===== src/rtl/pim_vec_loader.sv =====
// pim_vec_loader: collects 8-bit elements from a valid/ready stream into a
// zero-padded packed vector. The vector is presented to the PIM macro with a
// bank address, held until the consumer takes it, then cleared for refill.
//
// state | meaning
// ------+-----------------------------------------------------------------
// IDLE  | one-cycle settle after reset; nothing accepted, nothing presented
// FILL  | in_ready=1; each accepted beat lands in slot fill_count
// HOLD  | vector complete; vec_valid/compute_flag=1 until vec_ready
module pim_vec_loader #(
  parameter int VECTWIDTH  = 100,
  parameter int DATA_WIDTH = 8,
  parameter int SLOT_WIDTH = 16,
  parameter int VARRAYSIZE = VECTWIDTH * SLOT_WIDTH,
  parameter int NUM_BANKS  = 1
) (
  input  logic                  clk,
  input  logic                  reset,
  input  logic [DATA_WIDTH-1:0] in_data,
  input  logic                  in_valid,
  input  logic                  in_last,
  output logic                  in_ready,
  output logic [VARRAYSIZE-1:0] data_x,
  output logic                  vec_valid,
  input  logic                  vec_ready,
  output logic                  compute_flag,
  output logic [4:0]            pim_addr,
  output logic [6:0]            fill_count,
  output logic                  short_vec
);

  typedef enum logic [1:0] {
    ST_IDLE = 2'd0,
    ST_FILL = 2'd1,
    ST_HOLD = 2'd2
  } state_t;

  localparam logic [6:0] LAST_IDX  = 7'(VECTWIDTH - 1);
  localparam logic [4:0] LAST_BANK = 5'(NUM_BANKS - 1);

  state_t                  state_q, state_d;
  logic [VARRAYSIZE-1:0]   data_x_q, data_x_d;
  logic [6:0]              fill_count_q, fill_count_d;
  logic [4:0]              pim_addr_q, pim_addr_d;
  logic                    short_vec_q, short_vec_d;

  // Next-state, slot write, close detection and bank advance.
  always_comb begin
    state_d      = state_q;
    data_x_d     = data_x_q;
    fill_count_d = fill_count_q;
    pim_addr_d   = pim_addr_q;
    short_vec_d  = 1'b0;

    case (state_q)
      ST_IDLE: begin
        state_d = ST_FILL;
      end

      ST_FILL: begin
        if (in_valid) begin
          for (int k = 0; k < VECTWIDTH; k++) begin
            if (fill_count_q == 7'(k)) begin
              data_x_d[k*SLOT_WIDTH +: SLOT_WIDTH] =
                {{(SLOT_WIDTH - DATA_WIDTH){1'b0}}, in_data};
            end
          end
          fill_count_d = fill_count_q + 7'd1;
          // The last slot closes the vector even without in_last; only an
          // in_last that arrives earlier counts as a short vector.
          if (in_last || (fill_count_q == LAST_IDX)) begin
            state_d     = ST_HOLD;
            short_vec_d = in_last && (fill_count_q < LAST_IDX);
          end
        end
      end

      ST_HOLD: begin
        if (vec_ready) begin
          state_d      = ST_FILL;
          data_x_d     = '0;
          fill_count_d = 7'd0;
          pim_addr_d   = (pim_addr_q >= LAST_BANK) ? 5'd0 : pim_addr_q + 5'd1;
        end
      end

      default: begin
        state_d = ST_IDLE;
      end
    endcase
  end

  // State and datapath registers; reset discards any partial vector.
  always_ff @(posedge clk or posedge reset) begin
    if (reset) begin
      state_q      <= ST_IDLE;
      data_x_q     <= '0;
      fill_count_q <= 7'd0;
      pim_addr_q   <= 5'd0;
      short_vec_q  <= 1'b0;
    end else begin
      state_q      <= state_d;
      data_x_q     <= data_x_d;
      fill_count_q <= fill_count_d;
      pim_addr_q   <= pim_addr_d;
      short_vec_q  <= short_vec_d;
    end
  end

  assign in_ready     = (state_q == ST_FILL);
  assign vec_valid    = (state_q == ST_HOLD);
  assign compute_flag = (state_q == ST_HOLD);
  assign data_x       = data_x_q;
  assign fill_count   = fill_count_q;
  assign pim_addr     = pim_addr_q;
  assign short_vec    = short_vec_q;

endmodule


===== config.mk =====
export PLATFORM = sky130hd
export DESIGN_NAME = pim_vec_loader
export DESIGN_NICKNAME = d
export VERILOG_FILES = /design/src/rtl/pim_vec_loader.sv
export SDC_FILE = /design/constraint.sdc
export NUM_CORES = 1
export LEC_CHECK = 0
export ABC_AREA = 1
export BUFFER_PORTS_ARGS = -buffer_cell sky130_fd_sc_hd__buf_2
export CAP_MARGIN = 10
export CORE_AREA = 2 2 633 635
export CTS_CLUSTER_SIZE = 16
export DETAILED_ROUTE_END_ITERATION = 10
export DIE_AREA = 0 0 635 637
export PLACE_DENSITY = 0.3
export SETUP_SLACK_MARGIN = 0.15
export SYNTH_ARGS = -nofsm -noshare
export SYNTH_HDL_FRONTEND = slang
export SYNTH_SLANG_ARGS = --single-unit

===== constraint.sdc =====
create_clock -name clk -period 47 [get_ports clk]
set_input_delay 2.35 -clock clk [delete_from_list [all_inputs] [get_ports clk]]
set_output_delay 2.35 -clock clk [all_outputs]
set_load 0.02 [all_outputs]

Word level (Yosys, flattened, before mapping)
Cells that the tools add are included.
{"block": "classes", "n_addsub": 2, "n_mux": 114, "reduce_logical": 108, "eq_ne": 204, "n_lt_le_gt_ge": 2}
{"cell": "1600-bit two-way mux", "n": 2}
{"cell": "1600-bit case mux with 2 select lines", "n": 1}
{"cell": "16-bit two-way mux", "n": 100}
{"cell": "4-bit AND reduction", "n": 100}
{"cell": "7-bit equality test, second input constant", "n": 36}
{"cell": "7-bit by 6-bit equality test with 1-bit output, second input constant", "n": 32}
{"cell": "2-bit by 1-bit inequality test with 1-bit output, second input constant", "n": 101}
{"cell": "7-bit by 5-bit equality test with 1-bit output, second input constant", "n": 16}
{"cell": "7-bit by 4-bit equality test with 1-bit output, second input constant", "n": 8}
{"cell": "7-bit by 3-bit equality test with 1-bit output, second input constant", "n": 4}
{"cell": "7-bit by 2-bit equality test with 1-bit output, second input constant", "n": 2}
{"cell": "7-bit two-way mux", "n": 2}
{"cell": "7-bit case mux with 2 select lines", "n": 1}
{"cell": "7-bit by 1-bit adder with 7-bit output, second input constant", "n": 1}
{"cell": "7-bit by 1-bit equality test with 1-bit output, second input constant", "n": 1}
{"cell": "7-bit zero test", "n": 1}
{"cell": "7-bit less-than comparator, second input constant", "n": 1}
{"cell": "2-bit two-way mux", "n": 3}
{"cell": "2-bit case mux with 3 select lines", "n": 1}
{"cell": "3-bit AND reduction", "n": 2}
{"cell": "5-bit by 1-bit adder with 5-bit output, second input constant", "n": 1}
{"cell": "5-bit by 1-bit greater-or-equal comparator with 1-bit output, second input constant", "n": 1}
{"cell": "5-bit two-way mux", "n": 1}
{"cell": "2-bit inequality test, second input constant", "n": 2}
{"cell": "other kinds (8)", "n": 10}
{"block": "totals", "inputBits": 13, "elab_cells": 534, "ff_bits": 1615, "out_inout_bits": 1616}

Longest topological paths before layout
Gate-level depths: netlist (run 1).
{"block": "depth", "depth_word": 5, "depth_mapped": 9, "mapped_depth_nobuf": 9}

Worst setup path after synthesis (run 1)
Ideal clock, no wire load.
{"block": "synth_timing", "path_type": "input port to flip-flop", "start": "in vec_ready", "end": "reg data_x_q[1376], in the netlist data_x[1376]", "t_required_ns": 46.933, "setup_slack_ns": 43.580, "arrival_time_ns": 3.353, "path_buffers": 4, "setup_ns": 0.067, "cell_stages": 8, "cell_sequence": "nand3_1 buf_2 nand2_2 buf_6 buf_2 clkbuf_1 nand3_1 nand2_1"}
{"block": "synth_between", "elab_chain_cells": 2}
{"item": "start: declaration", "line": "25", "text": "input logic vec_ready,"}
{"item": "2-bit inequality test (no line)"}
{"item": "4-bit AND reduction (no line)"}
{"item": "end signal: assignment", "line": "103", "text": "data_x_q <= data_x_d;"}
{"item": "end: declaration", "line": "42", "text": "logic [VARRAYSIZE-1:0] data_x_q, data_x_d;"}
Every way passes these cells.
A chain may end at the register's enable or synchronous reset.

Final worst setup path (run 1)
{"block": "layout_timing", "start": "in vec_ready", "end": "reg data_x_q[1010], in the netlist data_x[1010]"}
The elaborated chain is that of the path after synthesis.

==> reports/metrics.yaml, run 1 <==
status:
  status: "completed"
pwr:
  irDropWorstVdd_mv: 0.0418
  p_leak_nw: 25.5
  finalPower_w: 0.00434
  powerDensity_nw_per_um2: 84.6
clock_network:
  max-clock-path-buffers: 4
  cts_setup_buffers: 0
  insertion_delay_ps: 880
  cts_tree: "done"
  cts_max_level: 3
  cts_resized: 0
  root_buffer: "clkbuf_16"
  cts_made_buffers: 113
  cts_hold_buf: 0
  cts.sinks: 810
  path_clk_slew_ps: 50
critical_path:
  critPathCaptureType: "flip-flop"
  path_class: "primary input to flip-flop"
  r2r_slack_ps: 40460
  cp_max_fo: 145
  crit_required_ps: 47710
  crit_arrival_ps: 8180
  cp-start-kind: "primary input"
sta:
  period_needed_ps: 7470
  finalCritPeriodShare_pct: 15.9
  rsz0062_at_grt: "no"
  slew_violations: 0
  fmax_mhz: 134
  hold_viol: 0
  maxSlewHeadroom_pct: 8.12
  finClkSkew_ps: 57.6
  tns_ps: 0
  worst_slew_pin_slew_ps: 1370
  setup_viol: 0
  holdWs_ps: 464
routing:
  dr.pass1.iters: 6
  drtIter0Drc: 2227
  drtAntennaViolNets: 0
  drc: 0
  wl_per_cell_um: 21.8
  via_count: 34400
  viasPerCell: 3.19
  totalWireLength_mm: 235
logic_synthesis:
  synthCells: 4637
  ys.flop_type: "dfrtp_1"
  synth.top_cells.by_area: "dfrtp_1 (51%), nand3_1 (19%), buf_4 (15%)"
  syn_avg_cell_area_um2: 8.64
  synth_top_area_share_pct: 50.6
  yosysUniqueCellTypes: 24
  syn_area_um2: 40100
  synth_edf_count: 0
  synth_top_area_cell: "dfrtp_1"
  synthArstFlopShare_pct: 100
  yosys_warnings: 0
  yosys_register_bits: 810
  synth_most_common_cell: "nand3_1"
  synthTopCellsByCount: "nand3_1 (1493), nand2_1 (1062), buf_4 (810), dfrtp_1 (810), clkbuf_1 (176)"
  seq_area_frac_synth_pct: 50.6
global_route:
  first_global_vias: 32900
  grt_remaining_overflow: 0
  grt_usage_pct: 11.1
  grt_max_degree: 146
  grt_pass1_wl_mm: 310
  antenna_found_initial: 20
placed_design:
  place_congestion: 0.749
  post-dp-hpwl_mm: 168
  placed_cell_area_um2: 47500
  numPortBuffers: 823
  dpl.cell_count: 10500
die:
  core_area_um2: 398000
  rows: 232
  die_w_um: 635
  io_pins: 1629
  dieArea_um2: 404000
  die_h_um: 637
  start_util_pct: 10.1
layout:
  finalNonFillerCells: 10800
  drive_gt1_share_pct: 21.4
  area_delta_synth_final_pct: 28.0
  design_area_um2: 51300
  final_nets: 5414
hold_path:
  hp-class: "flip-flop to flip-flop"
job:
  maxCapViolations: 0
state kept, by name, summed over array words and instances (netlist names):
name and flops:
fill_count 7, state_q 2, data_x 800, short_vec 1
stage by stage:
step           utilization (%)  worst slack [ps]
2_1_floorplan                -             21900
3_3_place_gp              11.9             38820
3_5_place_dp              11.9             38780
4_1_cts                   12.9             39720
5_1_grt                   12.9             39170
6_report                  12.9             39530
final cells by class:
cell class              instances  area, µm²
repair buffers                923       4930
multi-input cells            3503      15500
clock inverters                35        457
clock buffers                 165       3280
diodes                         13       32.5
well taps                    5265       6590
fillers                     45700     347000
inverters                      46        180
flip-flops and latches        810      20300
kinds of logic (layout without fill, tap and decap cells):
family                     after synthesis  after routing  synth area share (%)
and+or+nand+nor                       2591           2591                  29.1
AOI/OAI and AO/OA                      103            103                  1.62
adders and majority gates                4              4                 0.125
DFF                                    810            810                  50.6
buffers and inverters                 1128           1169                  18.5
other                                    1            818               0.00936
layer usage:
metal  wire length (µm)  track usage, %
met4               6490            3.01
met1              92300            13.1
met2             122000            20.2
met5                  0               0
met3              13800            2.36
report_power, final:
part	internal [W]	switching [W]	total, W
clock network	0.000525	0.000366	0.000892
logic	0.000524	0.00165	0.00218
registers	0.00105	0.000218	0.00127
critical path: stages:
cell and delay [ps]:
buf_2 120, nand3_4 660, nand2_8 810, buf_12 500, buf_4 520, buf_4 630, buf_4 500, buf_4 380
buf_4 670, nand2_1 350, nand2_1 140, nand2_1 50
cell usage in the layout (no fill, tap or decap), types with 2 or more instances in the layout:
cell type,n
conb_1,805
o21ai_0,4
nand3_1,1484
buf_12,4
inv_6,3
o21ai_2,38
buf_4,95
diode_2,13
nor3_1,2
nand2_1,1062
inv_1,37
nor2_1,9
clkinv_4,3
nand2_2,3
clkinvlp_4,3
ha_1,4
nor2_4,11
bufinv_16,8
clkbuf_1,26
buf_2,823
inv_2,7
nand3_2,15
clkbuf_16,113
o21ai_1,57
clkbuf_8,26
clkinv_2,15
dfrtp_1,810
a21oi_1,4
final timing paths:
path / from / endpoint / depth (start not counted)
max in group asynchronous: reset / data_x[855]$_DFFE_PP0P_ / 8
worst min register to register: data_x[213]$_DFFE_PP0P_ / data_x[213]$_DFFE_PP0P_ / 2
worst max-delay path: vec_ready / data_x[1010]$_DFFE_PP0P_ / 12
worst max register to register: state_q[0]$_DFFE_PP0P_ / data_x[1010]$_DFFE_PP0P_ / 12
worst min-delay path: data_x[213]$_DFFE_PP0P_ / data_x[213]$_DFFE_PP0P_ / 2
min in group asynchronous: reset / data_x[721]$_DFFE_PP0P_ / 2
Note: power is estimated with default switching activity, not from simulation.
==> inputs of run 2 (changes only) <==
Settings changed: ABC_AREA 1 to 0, CORE_AREA 2 2 633 635 to 2 2 640 642, DIE_AREA 0 0 635 637 to 0 0 642 644.
Clock period 47 ns to 7.1 ns, I/O delays scaled along.
==> run 2 against run 1 <==
- cell count shrank 7.3%
- core utilization is essentially flat
- hold slack got worse by 380 ps
- count of clock-buffer cells in the layout is 3 lower
- combinational power increased by 41%
- flip-flop and latch count stayed put
- critical path type is now flip-flop to flip-flop
- highest routed layer unchanged
==> reports/metrics.yaml, run 2 <==
status:
  status: "completed"  # unchanged
layout:
  final_nets: 4451  # was 5414
  final_cell_mix: "buf_2 (823), conb_1 (805), dfrtp_1 (805), nand2_1 (801), mux2i_1 (794)"  # was nand3_1 (1484), nand2_1 (1062), buf_2 (823), dfrtp_1 (810), conb_1 (805)
  n_fill_cell: 46300  # was 45.7k
  largest_reg_flops: 800  # unchanged
  area_delta_synth_final_pct: 28.1  # was 28.0%
  drive_gt1_share_pct: 26.4  # was 21.4%
  final_common_cell: "buf_2"  # was nand3_1
critical_path:
  cp-start-kind: "flip-flop"  # was primary input
  reg2reg_from: "state_q[1]$_DFFE_PP0P_"  # was state_q[0]$_DFFE_PP0P_
  critPathCaptureType: "flip-flop"  # unchanged
  r2r_end: "data_x[1492]$_DFFE_PP0P_"  # was data_x[1010]$_DFFE_PP0P_
  crit_required_ps: 7740  # was 47710 ps
  path_class: "flip-flop to flip-flop"  # was primary input to flip-flop
  reg2regPathDepth: 6  # was 12
  cp_max_fo: 177  # was 145
  crit_arrival_ps: 4120  # was 8180 ps
  r2r_slack_ps: 3610  # was 40460 ps
hold_path:
  hold_depth: 3  # was 2
  hp-start: "in_data[1]"  # was data_x[213]$_DFFE_PP0P_
  hold_end: "data_x[609]$_DFFE_PP0P_"  # was data_x[213]$_DFFE_PP0P_
  hp-class: "primary input to flip-flop"  # was flip-flop to flip-flop
logic_synthesis:
  synth_top_area_cell: "dfrtp_1"  # unchanged
  yosysUniqueCellTypes: 54  # was 24
  synth_most_common_cell: "buf_4"  # was nand3_1
  synth_top_area_share_pct: 49.4  # was 50.6%
  yosys_warnings: 0  # unchanged
  seq_area_frac_synth_pct: 49.4  # was 50.6%
  ys.flop_type: "dfrtp_1"  # unchanged
  syn_avg_cell_area_um2: 11.2  # was 8.64 µm²
  synthCells: 3674  # was 4637
  yosys_register_bits: 810  # unchanged
  synth.top_cells.by_area: "dfrtp_1 (49%), mux2i_1 (19%), buf_4 (15%)"  # was dfrtp_1 (51%), nand3_1 (19%), buf_4 (15%)
  synth_edf_count: 0  # unchanged
  synthTopCellsByCount: "buf_4 (815), dfrtp_1 (810), nand2_1 (809)"  # was nand3_1 (1493), nand2_1 (1062), buf_4 (810), dfrtp_1 (810), clkbuf_1 (176)
  synthArstFlopShare_pct: 100  # unchanged
  syn_area_um2: 41000  # was 40100 µm²
sta:
  finalCritPeriodShare_pct: 49.1
  setup_viol: 0  # unchanged
  worst_slew_pin_slew_ps: 1210  # was 1370 ps
  setup_ws_ps: 3610  # was 39530 ps
  period_needed_ps: 3490
  hold_viol: 0  # unchanged
  slew_violations: 0  # unchanged
  tns_ps: 0  # unchanged
  maxSlewHeadroom_pct: 19.2  # was 8.12%
  finClkSkew_ps: 99.6  # was 57.6 ps
  fmax_mhz: 287
  rsz0062_at_grt: "no"  # unchanged
global_route:
  grt_pass1_wl_mm: 261  # was 310 mm
  grt_usage_pct: 9.15  # was 11.1%
  first_global_vias: 27200  # was 32.9k
  antenna_found_initial: 12  # was 20
  grt_remaining_overflow: 0  # unchanged
  grt_max_degree: 201  # was 146
routing:
  viasPerCell: 2.75  # was 3.19
  dr.pass1.iters: 4  # was 6
  via_count: 27500  # was 34.4k
  drc: 0  # unchanged
  totalWireLength_mm: 198  # was 235 mm
  wl_per_cell_um: 19.8  # was 21.8 µm
  drtAntennaViolNets: 0  # unchanged
  drtIter0Drc: 1391  # was 2227
clock_network:
  insertion_delay_ps: 890  # was 880 ps
  max-clock-path-buffers: 4  # unchanged
  cts_resized: 0  # unchanged
  cts_tree: "done"  # unchanged
  cts.sinks: 810  # unchanged
  cts_setup_buffers: 0  # unchanged
  root_buffer: "clkbuf_16"  # unchanged
  cts_max_level: 3  # unchanged
  cts_made_buffers: 114  # was 113
  path_clk_slew_ps: 70  # was 50 ps
die:
  rows: 235  # was 232
  dieArea_um2: 413000  # was 404000 µm²
  core_area_um2: 408000  # was 398000 µm²
  start_util_pct: 10.1  # about the same
  io_pins: 1629  # unchanged
  die_h_um: 644  # was 637 µm
  die_w_um: 642  # was 635 µm
placed_design:
  numPortBuffers: 823  # unchanged
  place_ws_ps: 3620  # was 38780 ps
  place_congestion: 0.735  # was 0.749
  post-dp-hpwl_mm: 139  # was 168 mm
job:
  maxCapViolations: 0  # unchanged
pwr:
  combPwrFrac_pct: 21.3  # was 50.2%
  p_seq_share_pct: 36.8  # was 29.2%
  p_clk_share_pct: 41.9  # was 20.6%
  p_int_w: 0.00924  # was 0.00210 W
  switching_share_pct: 35.8  # was 51.6%
  powerDensity_nw_per_um2: 274  # was 84.6 nW/µm²
  switchingPower_w: 0.00514  # was 0.00224 W
  irDropWorstVdd_mv: 0.160  # was 0.0418 mV
  p_leak_nw: 26.7  # was 25.5 nW
-- run 2: cell count changes in the layout (fill, tap and decap cells not counted), sizes merged, moves of 12 or more --
cell,change
mux2i,+794
o211ai,+42
nand2,-256
buf,-41
o21ai,-98
a211oi,+48
nand3,-1489
diode,-12
inv,-36
nor2,-20
-- run 2: per-layer routing --
metal | up-vias | share of wire, % | wire length, µm | GRT usage, %
li1 | 12000 | - | - | -
met2 | 1025 | 54 | 107000 | 17.3
met4 | 0 | 3.9 | 7770 | 3.39
met3 | 227 | 6.2 | 12200 | 2.46
met5 | - | 0 | 0 | 0
met1 | 14200 | 36 | 70900 | 9.55
-- run 2: per-stage QoR --
stage                     instance area [µm²]  hold WS (ps)  utilization (%)  std cells  total power, W
after floorplan                         44000           451                -       4478         0.00749
after global placement                  48600           484             11.9       9762         0.00856
after detailed placement                48700           490             11.9       9764         0.00859
after CTS                               52600          8.28             12.9       9976          0.0148
after global routing                    52600          48.5             12.9       9977          0.0151
final                                   52600          84.7             12.9       9977          0.0144
-- run 2: area by class of cell --
cell class	instances	area [µm²]	area share [%]
Timing Repair Buffer	887	4850	9.23
Clock inverter	45	558	1.06
Inverter	10	41.3	0.0786
Multi-Input combinational cell	2611	16700	31.8
Antenna cell	1	2.50	0.00476
Tap cell	5451	6820	13.0
Clock buffer	162	3290	6.27
Sequential cell	810	20300	38.6
-- run 2: kinds of logic (layout without fill, tap and decap cells) --
group | after synthesis | in the layout | share of synthesized area [%]
and+or+nand+nor | 878 | 878 | 9.06
adders and majority gates | 4 | 4 | 0.122
DFF | 810 | 810 | 49.4
muxes | 794 | 794 | 19.4
buffers and inverters | 1057 | 1104 | 17.4
other | 1 | 806 | 0.00914
AOI/OAI and AO/OA | 130 | 130 | 4.61
-- run 2: worst max-delay path, stage by stage (launching register included) --
cell and delay (ps):
dfrtp_1 460, nand3b_1 200, buf_12 530, buf_4 630
buf_12 530, a211oi_4 310, mux2i_1 200
-- run 2: repair_timing --
| action | CTS | global route |
|---|---|---|
| hold endpoints to repair | 24 | 0 |
| setup endpoints to repair | 0 | 0 |
| hold buffers | 5 | 0 |
-- run 2: worst max path at each step --
| stage | endpoint | start |
|---|---|---|
| 6_report | data_x[1492]$_DFFE_PP0P_ | state_q[1]$_DFFE_PP0P_ |
| 3_3_place_gp | data_x[1078]$_DFFE_PP0P_ | fill_count[0]$_DFFE_PP0P_ |
| 3_5_place_dp | data_x[1489]$_DFFE_PP0P_ | state_q[0]$_DFFE_PP0P_ |
| 2_1_floorplan | data_x[0]$_DFFE_PP0P_ | reset |
| 5_1_grt | data_x[1431]$_DFFE_PP0P_ | state_q[1]$_DFFE_PP0P_ |
| 4_1_cts | data_x[1492]$_DFFE_PP0P_ | state_q[1]$_DFFE_PP0P_ |
-- run 2: power by group through the flow --
stage / registers, W / clock network, W / logic, W
floorplan: 0.00577 / 0 / 0.00172
global route: 0.00534 / 0.00646 / 0.00329
finish: 0.00529 / 0.00603 / 0.00307
CTS: 0.00531 / 0.00632 / 0.00321
detailed placement: 0.00538 / 0 / 0.00321
global placement: 0.00538 / 0 / 0.00318
==> inputs of run 3 (changes only) <==
Clock period 7.1 ns to 3.5 ns, I/O delays scaled along.
==> run 3 against run 2 <==
- die area unchanged
- non-clock buffer count is 67 higher
- combinational power is 110% higher
- highest routed layer is now met5
- worst setup slack worse by 3000 ps
- first-iteration DRC count is 2.9% higher
- critical path type unchanged
- clock skew grew 12 ps
- largest cell class unchanged
- clock power rose by 91%
- flip-flop and latch count unchanged
==> reports/metrics.yaml, run 3 (synthesis gave the netlist of run 2 again) <==
layout:
  fin_util_pct: 13.0  # was 12.9%
  final_cell_mix: "buf_2 (823), conb_1 (805), dfrtp_1 (805), nand2_1 (801), mux2i_1 (794)"  # unchanged
  final_common_cell: "buf_2"  # unchanged
  finalNonFillerCells: 10000  # was 9977
  design_area_um2: 53000  # was 52600 µm²
  drive_gt1_share_pct: 27.0  # was 26.4%
  final_nets: 4516  # was 4451
  area_delta_synth_final_pct: 29.2  # was 28.1%
  largest_reg_flops: 800  # unchanged
global_route:
  grt_usage_pct: 9.13  # was 9.15%
  grt_most_used_layer: "met2"  # unchanged
  met2_usage_pct: 17.7  # was 17.3%
  grt_max_degree: 147  # was 201
  grt_pass1_wl_mm: 260  # was 261 mm
  antenna_found_initial: 13  # was 12
  first_global_vias: 27400  # was 27.2k
  grt.met3_usage_pct: 2.41  # was 2.46%
  use_met1_pct: 9.42  # was 9.55%
  grt_remaining_overflow: 0  # unchanged
sta:
  fmax_mhz: 341  # was 287 MHz
  finalCritPeriodShare_pct: 83.7  # was 49.1%
  slew_violations: 0  # unchanged
  worst_slew_pin_slew_ps: 1180  # was 1210 ps
  holdWs_ps: 33.5  # was 84.7 ps
  period_needed_ps: 2930  # was 3490 ps
  maxSlewHeadroom_pct: 21.6  # was 19.2%
  setup_viol: 0  # unchanged
  finClkSkew_ps: 112  # was 99.6 ps
  hold_viol: 0  # unchanged
  rsz0062_at_grt: "no"  # unchanged
die:
  die_h_um: 644  # unchanged
  die_w_um: 642  # unchanged
  start_util_pct: 10.1  # unchanged
  rows: 235  # unchanged
  dieArea_um2: 413000  # unchanged
  io_pins: 1629  # unchanged
  core_area_um2: 408000  # unchanged
clock_network:
  path_clk_slew_ps: 60  # was 70 ps
  cts_resized: 0  # unchanged
  cts_made_buffers: 112  # was 114
  insertion_delay_ps: 880  # was 890 ps
  cts.sinks: 810  # unchanged
  max-clock-path-buffers: 4  # unchanged
  root_buffer: "clkbuf_16"  # unchanged
  cts_hold_buf: 8  # was 5
  cts_setup_buffers: 0  # unchanged
  cts_tree: "done"  # unchanged
  cts_max_level: 3  # unchanged
pwr:
  irDropWorstVdd_mv: 0.410  # was 0.160 mV
  p_int_w: 0.0181  # was 0.00924 W
  powerDensity_nw_per_um2: 538  # was 274 nW/µm²
  p_leak_nw: 27.0  # was 26.7 nW
  switchingPower_w: 0.0104  # was 0.00514 W
  finalPower_w: 0.0285  # was 0.0144 W
  p_seq_share_pct: 37.5  # was 36.8%
  p_clk_share_pct: 40.2  # was 41.9%
  switching_share_pct: 36.5  # was 35.8%
  combPwrFrac_pct: 22.3  # was 21.3%
routing:
  drc: 0  # unchanged
  via_count: 27600  # was 27.5k
  viasPerCell: 2.74  # was 2.75
  drtAntennaViolNets: 0  # unchanged
  drtIter0Drc: 1432  # was 1391
  wl_per_cell_um: 19.7  # was 19.8 µm
  dr.pass1.iters: 5  # was 4
  totalWireLength_mm: 198  # about the same
critical_path:
  path_class: "flip-flop to flip-flop"  # unchanged
  crit_slowest_cell: "a211oi_4"  # was buf_4
  critPathCaptureType: "flip-flop"  # unchanged
  slowest_delay_ps: 880  # was 630 ps
  crit_arrival_ps: 3610  # was 4120 ps
  cp_max_fo: 8  # was 177
  crit_required_ps: 4180  # was 7740 ps
  path_cells: "inv_1 > ha_1 > nand4bb_1 > a211oi_4 > mux2i_1"  # was nand3b_1 > buf_12 > buf_4 > buf_12 > a211oi_4 > mux2i_1
  cp-start-kind: "flip-flop"  # unchanged
placed_design:
  placed_cell_area_um2: 49400  # was 48700 µm²
  post-dp-hpwl_mm: 144  # was 139 mm
  place_congestion: 0.743  # was 0.735
  numPortBuffers: 823  # unchanged
  dpl.cell_count: 9828  # was 9764
job:
  maxCapViolations: 0  # unchanged
hold_path:
  hp-class: "primary input to asynchronous set/reset pin"  # was primary input to flip-flop
status:
  status: "completed"  # unchanged
-- run 3: cell types whose count changed in the layout (fill, tap and decap cells not counted), moves of 3 or more --
cell	delta
dlygate4sd3_1	+3
buf_4	+44
clkinv_2	-7
clkbuf_16	-3
bufinv_16	-8
buf_12	+22
clkinvlp_4	-3
clkbuf_1	+9
diode_2	+9
-- run 3: final timing paths --
| path | end | cells past startpoint | start | slack [ps] |
|---|---|---|---|---|
| max | data_x[1220]$_DFFE_PP0P_ | 5 | fill_count[1]$_DFFE_PP0P_ | 570 |
| min | data_x[103]$_DFFE_PP0P_ | 3 | reset | 30 |
| max reg2reg | data_x[1220]$_DFFE_PP0P_ | 5 | fill_count[1]$_DFFE_PP0P_ | 570 |
| min reg2reg | data_x[66]$_DFFE_PP0P_ | 2 | data_x[66]$_DFFE_PP0P_ | 520 |
| max in group asynchronous | data_x[272]$_DFFE_PP0P_ | 4 | reset | 2100 |
| min in group clk | data_x[688]$_DFFE_PP0P_ | 3 | in_data[0] | 50 |
-- run 3: cell type report --
class                   instances  area (µm²)
diodes                         10        25.0
clock buffers                 167        3240
clock inverters                28         299
fillers                     46300      355000
inverters                      10        41.3
multi-input cells            2611       16700
flip-flops and latches        810       20300
well taps                    5451        6820
repair buffers                954        5610
-- run 3: layer usage --
layer	part of all wire (%)	up-vias
met5	0.010	-
met4	3.1	2
met3	6.1	207
met2	55	996
met1	36	14200
li1	-	12200
-- run 3: power by group through the flow --
stage / Clock [W] / Sequential [W] / Combinational (W)
2_1_floorplan: 0 / 0.0117 / 0.00349
3_3_place_gp: 0 / 0.0108 / 0.00663
3_5_place_dp: 0 / 0.0109 / 0.00665
4_1_cts: 0.0120 / 0.0107 / 0.00667
5_1_grt: 0.0123 / 0.0108 / 0.00683
6_report: 0.0115 / 0.0107 / 0.00637
-- run 3: metrics by stage --
stage               setup TNS, ps  worst slack [ps]
floorplan                -6314440             -7800
global placement                0               610
detailed placement              0               569
CTS                             0               515
global route                    0               378
finish                          0               570
-- run 3: worst max-delay path, delay by kind of cell (launching register included) --
family,cells,cell delay (ps)
AO/OA/AOI/OAI,1,880
AND/OR/NAND/NOR,1,600
adder cells (fa/ha/maj),1,380
flip-flops,1,450
multiplexers,1,250
buffers and inverters,1,140
